**src/rtl/memory_responder_if.sv**
```systemverilog
// rtl/memory_responder_if.sv - request/response handshake bundle for memory_responder
//
// Signals:
//   req_valid, req_ready, req_write, req_addr, req_wdata  request channel
//   rsp_valid, rsp_ready, rsp_rdata, rsp_was_write        response channel
// Modports:
//   master - requester side (drives the request, consumes the response)
//   slave  - memory side (memory_responder)
interface memory_responder_if #(
    parameter int DATA_WIDTH = 16,
    parameter int ADDR_WIDTH = 8
);
    logic                  req_valid;
    logic                  req_ready;
    logic                  req_write;
    logic [ADDR_WIDTH-1:0] req_addr;
    logic [DATA_WIDTH-1:0] req_wdata;
    logic                  rsp_valid;
    logic                  rsp_ready;
    logic [DATA_WIDTH-1:0] rsp_rdata;
    logic                  rsp_was_write;

    modport master (
        output req_valid, req_write, req_addr, req_wdata, rsp_ready,
        input  req_ready, rsp_valid, rsp_rdata, rsp_was_write
    );

    modport slave (
        input  req_valid, req_write, req_addr, req_wdata, rsp_ready,
        output req_ready, rsp_valid, rsp_rdata, rsp_was_write
    );
endinterface

```
**src/rtl/memory_responder.sv**
```systemverilog
// rtl/memory_responder.sv - word-addressed memory responder with wait states
//
// Serves one read or write at a time: accept in IDLE, WAIT_CYCLES extra
// cycles in ACCESS, then hold the response in RESP until rsp_ready.
// Optional macro MEM_CLEAR_ON_RESET_EN: reset enters a CLEAR state that
// zeroes every word, one per cycle, before returning to IDLE.
//
// Ports:
//   clk    in   clock, rising edge
//   reset  in   synchronous, active-high
//   bus    slave modport of memory_responder_if (request + response channels)
//   busy   out  high whenever the state is not IDLE
module memory_responder #(
    parameter int DATA_WIDTH  = 16,
    parameter int ADDR_WIDTH  = 8,
    parameter int WAIT_CYCLES = 2
) (
    input  logic                    clk,
    input  logic                    reset,
    memory_responder_if.slave       bus,
    output logic                    busy
);
    localparam int DEPTH = 2 ** ADDR_WIDTH;

`ifdef MEM_CLEAR_ON_RESET_EN
    typedef enum logic [1:0] {IDLE, ACCESS, RESP, CLEAR} state_t;
`else
    typedef enum logic [1:0] {IDLE, ACCESS, RESP} state_t;
`endif

    state_t                state;
    logic [3:0]            wait_cnt;
    logic                  wr_q;
    logic [ADDR_WIDTH-1:0] addr_q;
    logic [DATA_WIDTH-1:0] wdata_q;
    logic                  req_ready_q;
    logic                  rsp_valid_q;
    logic [DATA_WIDTH-1:0] rsp_rdata_q;
    logic                  rsp_was_write_q;
    logic                  busy_q;
    logic                  accept;

    logic [DATA_WIDTH-1:0] mem [0:DEPTH-1];

`ifdef MEM_CLEAR_ON_RESET_EN
    logic [ADDR_WIDTH-1:0] clr_addr;
`endif

    assign bus.req_ready     = req_ready_q;
    assign bus.rsp_valid     = rsp_valid_q;
    assign bus.rsp_rdata     = rsp_rdata_q;
    assign bus.rsp_was_write = rsp_was_write_q;
    assign busy              = busy_q;

    // req_ready is only ever high in IDLE, so this is the handshake edge.
    assign accept = (state == IDLE) && bus.req_valid && req_ready_q;

    // Memory array has no reset so it maps onto RAM; a reset edge blocks
    // both the write commit and the clear sweep for that edge.
    always_ff @(posedge clk) begin
        if (!reset && accept && bus.req_write) begin
            mem[bus.req_addr] <= bus.req_wdata;
        end
`ifdef MEM_CLEAR_ON_RESET_EN
        else if (!reset && state == CLEAR) begin
            mem[clr_addr] <= '0;
        end
`endif
    end

    always_ff @(posedge clk) begin
        if (reset) begin
            wait_cnt        <= '0;
            rsp_valid_q     <= 1'b0;
            rsp_rdata_q     <= '0;
            rsp_was_write_q <= 1'b0;
`ifdef MEM_CLEAR_ON_RESET_EN
            state           <= CLEAR;
            clr_addr        <= '0;
            req_ready_q     <= 1'b0;
            busy_q          <= 1'b1;
`else
            state           <= IDLE;
            req_ready_q     <= 1'b1;
            busy_q          <= 1'b0;
`endif
        end else begin
            case (state)
                IDLE: begin
                    if (accept) begin
                        wr_q        <= bus.req_write;
                        addr_q      <= bus.req_addr;
                        wdata_q     <= bus.req_wdata;
                        wait_cnt    <= 4'(WAIT_CYCLES);
                        req_ready_q <= 1'b0;
                        busy_q      <= 1'b1;
                        state       <= ACCESS;
                    end
                end
                ACCESS: begin
                    if (wait_cnt != 4'd0) begin
                        wait_cnt <= wait_cnt - 4'd1;
                    end else begin
                        // Writes echo their data; the word is already in memory.
                        rsp_rdata_q     <= wr_q ? wdata_q : mem[addr_q];
                        rsp_was_write_q <= wr_q;
                        rsp_valid_q     <= 1'b1;
                        state           <= RESP;
                    end
                end
                RESP: begin
                    if (bus.rsp_ready) begin
                        rsp_valid_q <= 1'b0;
                        req_ready_q <= 1'b1;
                        busy_q      <= 1'b0;
                        state       <= IDLE;
                    end
                end
`ifdef MEM_CLEAR_ON_RESET_EN
                CLEAR: begin
                    clr_addr <= clr_addr + 1'b1;
                    if (clr_addr == {ADDR_WIDTH{1'b1}}) begin
                        req_ready_q <= 1'b1;
                        busy_q      <= 1'b0;
                        state       <= IDLE;
                    end
                end
`endif
                default: begin
                    state <= IDLE;
                end
            endcase
        end
    end
endmodule
```
**src/flat_wrapper.sv**
```systemverilog
// flat-port wrapper written by rule: the top's interface ports become plain ports
module memory_responder_flat 
#(
    parameter int DATA_WIDTH  = 16,
    parameter int ADDR_WIDTH  = 8,
    parameter int WAIT_CYCLES = 2
)
  (clk, reset, busy, bus_req_valid, bus_req_write, bus_req_addr, bus_req_wdata, bus_rsp_ready, bus_req_ready, bus_rsp_valid, bus_rsp_rdata, bus_rsp_was_write);
  memory_responder_if #(.DATA_WIDTH(DATA_WIDTH), .ADDR_WIDTH(ADDR_WIDTH)) bus_i ();
  input  logic clk;
  input  logic reset;
  output logic busy;
  input wire logic [$bits(bus_i.req_valid)-1:0] bus_req_valid;
  input wire logic [$bits(bus_i.req_write)-1:0] bus_req_write;
  input wire logic [$bits(bus_i.req_addr)-1:0] bus_req_addr;
  input wire logic [$bits(bus_i.req_wdata)-1:0] bus_req_wdata;
  input wire logic [$bits(bus_i.rsp_ready)-1:0] bus_rsp_ready;
  output wire logic [$bits(bus_i.req_ready)-1:0] bus_req_ready;
  output wire logic [$bits(bus_i.rsp_valid)-1:0] bus_rsp_valid;
  output wire logic [$bits(bus_i.rsp_rdata)-1:0] bus_rsp_rdata;
  output wire logic [$bits(bus_i.rsp_was_write)-1:0] bus_rsp_was_write;
  assign bus_i.req_valid = bus_req_valid;
  assign bus_i.req_write = bus_req_write;
  assign bus_i.req_addr = bus_req_addr;
  assign bus_i.req_wdata = bus_req_wdata;
  assign bus_i.rsp_ready = bus_rsp_ready;
  assign bus_req_ready = bus_i.req_ready;
  assign bus_rsp_valid = bus_i.rsp_valid;
  assign bus_rsp_rdata = bus_i.rsp_rdata;
  assign bus_rsp_was_write = bus_i.rsp_was_write;
  memory_responder #(.DATA_WIDTH(DATA_WIDTH), .ADDR_WIDTH(ADDR_WIDTH), .WAIT_CYCLES(WAIT_CYCLES)) u_core (.clk(clk), .reset(reset), .bus(bus_i), .busy(busy));
endmodule
```
**config.mk**
```make
export PLATFORM = sky130hd
export DESIGN_NAME = memory_responder_flat
export DESIGN_NICKNAME = d
export VERILOG_FILES = /design/src/rtl/memory_responder_if.sv /design/src/rtl/memory_responder.sv /design/src/flat_wrapper.sv
export SDC_FILE = /design/constraint.sdc
export NUM_CORES = 2
export LEC_CHECK = 0
export BUFFER_PORTS_ARGS = -buffer_cell sky130_fd_sc_hd__buf_4
export CAP_MARGIN = 20
export CORE_MARGIN = 5
export CORE_UTILIZATION = 40
export CTS_CLUSTER_DIAMETER = 80
export DETAILED_ROUTE_END_ITERATION = 7
export GPL_TIMING_DRIVEN = 0
export HOLD_SLACK_MARGIN = 0.15
export PLACE_DENSITY_LB_ADDON = 0.2
export SYNTH_ARGS = -nofsm -noshare
export SYNTH_HDL_FRONTEND = slang
export SYNTH_SLANG_ARGS = --single-unit
```
**constraint.sdc**
```tcl
create_clock -name clk -period 3.8 [get_ports clk]
set_input_delay 0.57 -clock clk [delete_from_list [all_inputs] [get_ports clk]]
set_output_delay 0.57 -clock clk [all_outputs]
set_load 0.03 [all_outputs]
```
After elaboration in Yosys (flattened, before gate mapping)
Memories as Yosys holds them, arrays and structs flattened. A register that Yosys moved wholly into a read port is not among the register bits.
Index checks and enable logic that the tools add are counted.
- word-level logic and storage cells: 55
- bits in writable memories: 4096
- bits of input ports: 29
- memories kept: 1
- output and inout bits: 20
- register bits: 51
- reductions and logical operators: 16
- bitwise gates (word level): 2
- equality and inequality tests: 6
- add/subtract/negate cells: 1
- multiplexer cells: 19
- memories (name ; words ; width ; read ports ; clocked after memory_dff ; write ports ; RTL line ; source):
    u_core.mem ; 256 ; 16 ; 1 ; 1 ; 1 ; memory_responder.sv:43 ; logic [DATA_WIDTH-1:0] mem [0:DEPTH-1];
- operator list (kind ; number):
    two-way mux 16 bit ; 1
    AND reduction 3 bit ; 5
    two-way mux 4 bit ; 2
    two-way mux 8 bit ; 1
    one-hot mux 4 bit (2 select lines) ; 1
    two-way mux 1 bit ; 7
    two-way mux 2 bit ; 3
    one-hot mux 1 bit (2 select lines) ; 3
    one-hot mux 2 bit (3 select lines) ; 1
    nonzero test 2 bit ; 3
    logical AND 1 bit ; 4
    inequality test 2 x 1 -> 1 bit, second input constant ; 2
    inequality test 2 bit, second input constant ; 2
    nonzero test 4 bit ; 1
    subtractor 4 x 1 -> 4 bit, second input constant ; 1
    equality test 2 x 1 -> 1 bit, second input constant ; 1
    equality test 2 bit, second input constant ; 1
    zero test 2 bit ; 1
    inverter 1 bit ; 2
    AND reduction 2 bit ; 1
    zero test 1 bit ; 1

Depth between registers and ports, before layout
- depth after elaboration: 7
- mapped depth: 13
- depth with buffers taken out: 8

Worst setup path after synthesis
Ideal clock, no wire load.
- path type: input -> register
- start point: input port bus_req_valid
- end point: memory u_core.mem[240][0], enable pin
- stages: 8
- library setup time: 0.388 ns
- slack: 0.292 ns
- arrival time: 3.120 ns
- required time: 3.412 ns
- buffers on the path: 2
- cell sequence: nand2b_1 nor3b_1 nor2b_1 buf_2 and4_1 nand3_1 clkbuf_1 nor2_1
- cells in the longest elaborated chain, start to end: 6
- ends and longest elaborated chain (what ; RTL line ; source):
    from (decl) ; flat_wrapper.sv:13 ; input wire logic [$bits(bus_i.req_valid)-1:0] bus_req_valid;
    logical AND 1 bit (2 in a row) ; memory_responder.sv:56 ; assign accept = (state == IDLE) && bus.req_valid && req_ready_q;
    logical AND 1 bit (2 in a row) ; memory_responder.sv:61 ; if (!reset && accept && bus.req_write) begin
    two-way mux 1 bit ; memory_responder.sv:61 ;
    two-way mux 1 bit (not written as such) ; memory_responder.sv:62 ; mem[bus.req_addr] <= bus.req_wdata;
    to (decl) ; memory_responder.sv:43 ;
Every way passes these cells.

==> impl_metrics.py <==
metrics = {
    "sta": {
        "worst_pin_slew_ps": 1270,
        "hold_violations": 0,
        "fin_crit_sh_pct": 106,
        "final-setup-viol-count": 123,
        "period_minus_slack_ps": 4030,
        "maxSlewHeadroom_pct": 15.3,
        "slew_viol_final": 0,
        "clock_skew_ps": 55.4,
        "grt_setup_unrepaired": "true",
        "fmax_ghz": 0.248,
        "fin_ws_ps": -226,
    },
    "routing": {
        "drc": 2,
        "route.vias.total": 96600,
        "wirelength_mm": 769,
        "initialDrtViolationCount": 20100,
        "vias_per_cell": 6.87,
        "ant_nets": 0,
        "wl_per_cell_um": 54.7,
        "drt_pre_antenna_iters": 8,
    },
    "critical_path": {
        "worstPathRequired_ps": 4750,
        "critPathMaxStageDelay_ps": 690,
        "path_cells": "buf_8 > buf_16 > buf_16 > buf_12 > buf_16 > nand2_1 > a311oi_4 > nand4_1 > and3_1 > a311oi_2",
        "slowest_stage": "nand4_1",
        "rr_endpoint": "u_core.bus.rsp_rdata[4]",
        "arrival_ps": 4980,
        "reg2reg_slack_ps": -230,
        "crit_top_cell": "buf_16",
        "endpoint_kind": "register",
        "crit_path_max_fanout": 10,
        "crit_path_start_kind": "register",
        "reg2reg_depth": 10,
        "worst-setup-path-type": "register to register",
    },
    "cts": {
        "cts_sinks": 4155,
        "cts.path.max_buffers": 4,
        "cts_tree": "built",
        "clockRootBuffer": "clkbuf_16",
        "cts_made_buffers": 421,
        "worstSkewPairLatency_ps": 1040,
        "h-tree-depth": 5,
        "clkTransAtPathRegs_ps": 70,
    },
    "synthesis": {
        "synthMuxAreaShare_pct": 15.3,
        "synth_top_family_by_area": "multiplexers",
        "syn_inst": 7363,
        "yosysWarningCount": 0,
        "synth_compound_area_share_pct": 3.09,
        "synth-edff-count": 4121,
        "synth_xor_area_share_pct": 0.0110,
        "ys_ff_latch": 4155,
        "synth_flop_cell": "edfxtp_1",
        "yosysSeqAreaShare_pct": 77.8,
        "async_reset_ff_share_pct": 0,
        "syn_avg_cell_area_um2": 21.7,
        "syn-num-nets": 7394,
        "synth_cell_types": 80,
        "synth-adder-area-share_pct": 0.0156,
        "synth_simple_gate_area_share_pct": 2.11,
        "synth_area_um2": 160000,
    },
    "flow_run": {
        "maxCapViolations": 0,
    },
    "floorplanning": {
        "initial_core_util_pct": 40.1,
        "rows": 232,
        "die_w_um": 642,
        "num_io_pins": 49,
        "core_area_um2": 399000,
        "die_area_um2": 413000,
        "dieHeight_um": 642,
    },
    "layout": {
        "fin_nets": 8412,
        "stdcell_area_um2": 195000,
        "layout_commonest_cell": "edfxtp_1",
        "drive_gt1_share_pct": 33.7,
        "area_growth_pct": 22.2,
        "stdcell_count": 14100,
        "final_cell_mix": "edfxtp_1, mux4_2, clkbuf_16, mux2i_1, buf_12",
    },
    "grt": {
        "grt_pass1_wl_mm": 959,
        "antenna_found_initial": 100,
        "grt_max_degree": 145,
        "grt_pass1_vias": 86800,
        "grt-ovfl-total": 0,
        "met1_usage_pct": 44.8,
        "grt_use_met3_pct": 14.7,
        "grt_use_total_pct": 36.4,
        "grt_most_used_layer": "met2",
        "gr-usage-met2_pct": 51.4,
    },
    "place": {
        "pre_cts_slack_ps": -2630,
        "postPlaceCellArea_um2": 175000,
        "io_buffers": 47,
        "dp_hpwl_mm": 509,
        "dp_cells": 13000,
        "gp_congestion": 1.05,
    },
    "pwr": {
        "leakagePower_nw": 61.8,
        "powerDensity_nw_per_um2": 549,
        "total_power_mw": 107,
        "vdd_drop_max_uv": 400,
    },
    "hold_path": {
        "min_to": "u_core.mem[194][4]",
        "hp-class": "input port to register",
        "hold_depth": 2,
        "worstHoldStart": "bus_req_wdata[4]",
    },
    "status": {
        "failed_checks": "design-rule violations, negative setup slack",
        "run_status": "finished, violations left",
    },
}
[per-stage QoR]
| step | TNS, ps | hold WS [ps] | util [%] |
|---|---|---|---|
| after floorplan | 0 | 449 | - |
| after global placement | -9953780 | 453 | 41.8 |
| after detailed placement | -2404210 | 447 | 43.9 |
| after CTS | -58210 | 154 | 48.5 |
| after global routing | -15180 | 224 | 49.0 |
| final | -8920 | 235 | 49.0 |
[area by class of cell]
cell class | instances | area, um2
diodes | 62 | 155
plain buffers | 428 | 5480
clock buffers | 525 | 11000
clock inverters | 248 | 2580
fillers | 32000 | 203000
inverters | 11 | 48.8
multi-input cells | 2765 | 35600
flip-flops and latches | 4155 | 124000
well taps | 5265 | 6590
repair buffers | 599 | 9540
[worst max path at each step]
| stage | endpoint | slack (ps) |
|---|---|---|
| floorplan | u_core.mem[240][0] | 290 |
| finish | u_core.bus.rsp_rdata[4] | -230 |
| detailed placement | u_core.bus.rsp_rdata[9] | -2630 |
| global route | u_core.mem[124][2] | -200 |
| global placement | u_core.bus.rsp_rdata[14] | -5500 |
| CTS | u_core.mem[164][3] | -230 |
[critical path: cells and delay by family, from the launching register on]
family          cells  cell delay, ps
compound gates      2             910
flops               1             400
buf+inv             5            1180
simple gates        3            1270
[per-layer routing]
layer  up-vias  share of wire, %
met5         -             0.045
met2      9309                42
met1     51700                33
li1      33300                 -
met3      2132                15
met4        36               9.5
[where the power goes]
group          internal [mW]  switching (mW)  total, mW
clock                   23.4            18.5       41.8
sequential              50.4          0.0790       50.5
combinational           4.35            10.5       14.9
[logic make-up after synthesis]
kind of cell,after synthesis
flip-flops,4155
multiplexers,1287
AND/OR/NAND/NOR,767
AO/OA/AOI/OAI,707
buffers and inverters,443
XOR/XNOR,2
adder cells (fa/ha/maj),2
[registers in the layout, indices dropped and copies added (netlist names), named ones only]
name and cells:
u_core.addr_q 8, u_core.bus.req_ready 1, u_core.bus.rsp_rdata 16, u_core.bus.rsp_valid 1, u_core.bus.rsp_was_write 1, u_core.busy 1
u_core.mem 4096, u_core.state 2, u_core.wait_cnt 4, u_core.wdata_q 16, u_core.wr_q 1
[Yosys cell counts (all sizes together) (13+ instances only)]
cell,n,share of area [%]
a2111oi,19,0.11
o22ai,129,0.50
mux4,920,13
a221oi,31,0.17
a22oi,117,0.55
a211oi,13,0.067
nand2,189,0.44
edfxtp,4121,77
o211ai,13,0.061
dfxtp,34,0.43
nand2b,21,0.082
and3,14,0.055
mux2i,346,2.2
nor3,29,0.091
nand3,63,0.20
clkbuf,157,0.37
buf,275,1.3
o21ai,71,0.22
o221ai,71,0.40
nor2b,25,0.098
nor2,350,0.82
a31oi,29,0.11
nand3b,13,0.061
a21oi,115,0.36
and2,18,0.070
a22o,15,0.082
mux2,21,0.15
[what timing repair did]
action / 4_1_cts / 5_1_grt
pin swaps: 44 / 46
setup buffers: 100 / 83
endpoints found under the setup margin: 2856 / 1374
hold endpoints to repair: 479 / 7
resized for setup: 867 / 177
hold buffers: 24 / 1
cloned: 0 / 0
Note: power is estimated with default switching activity, not from simulation.
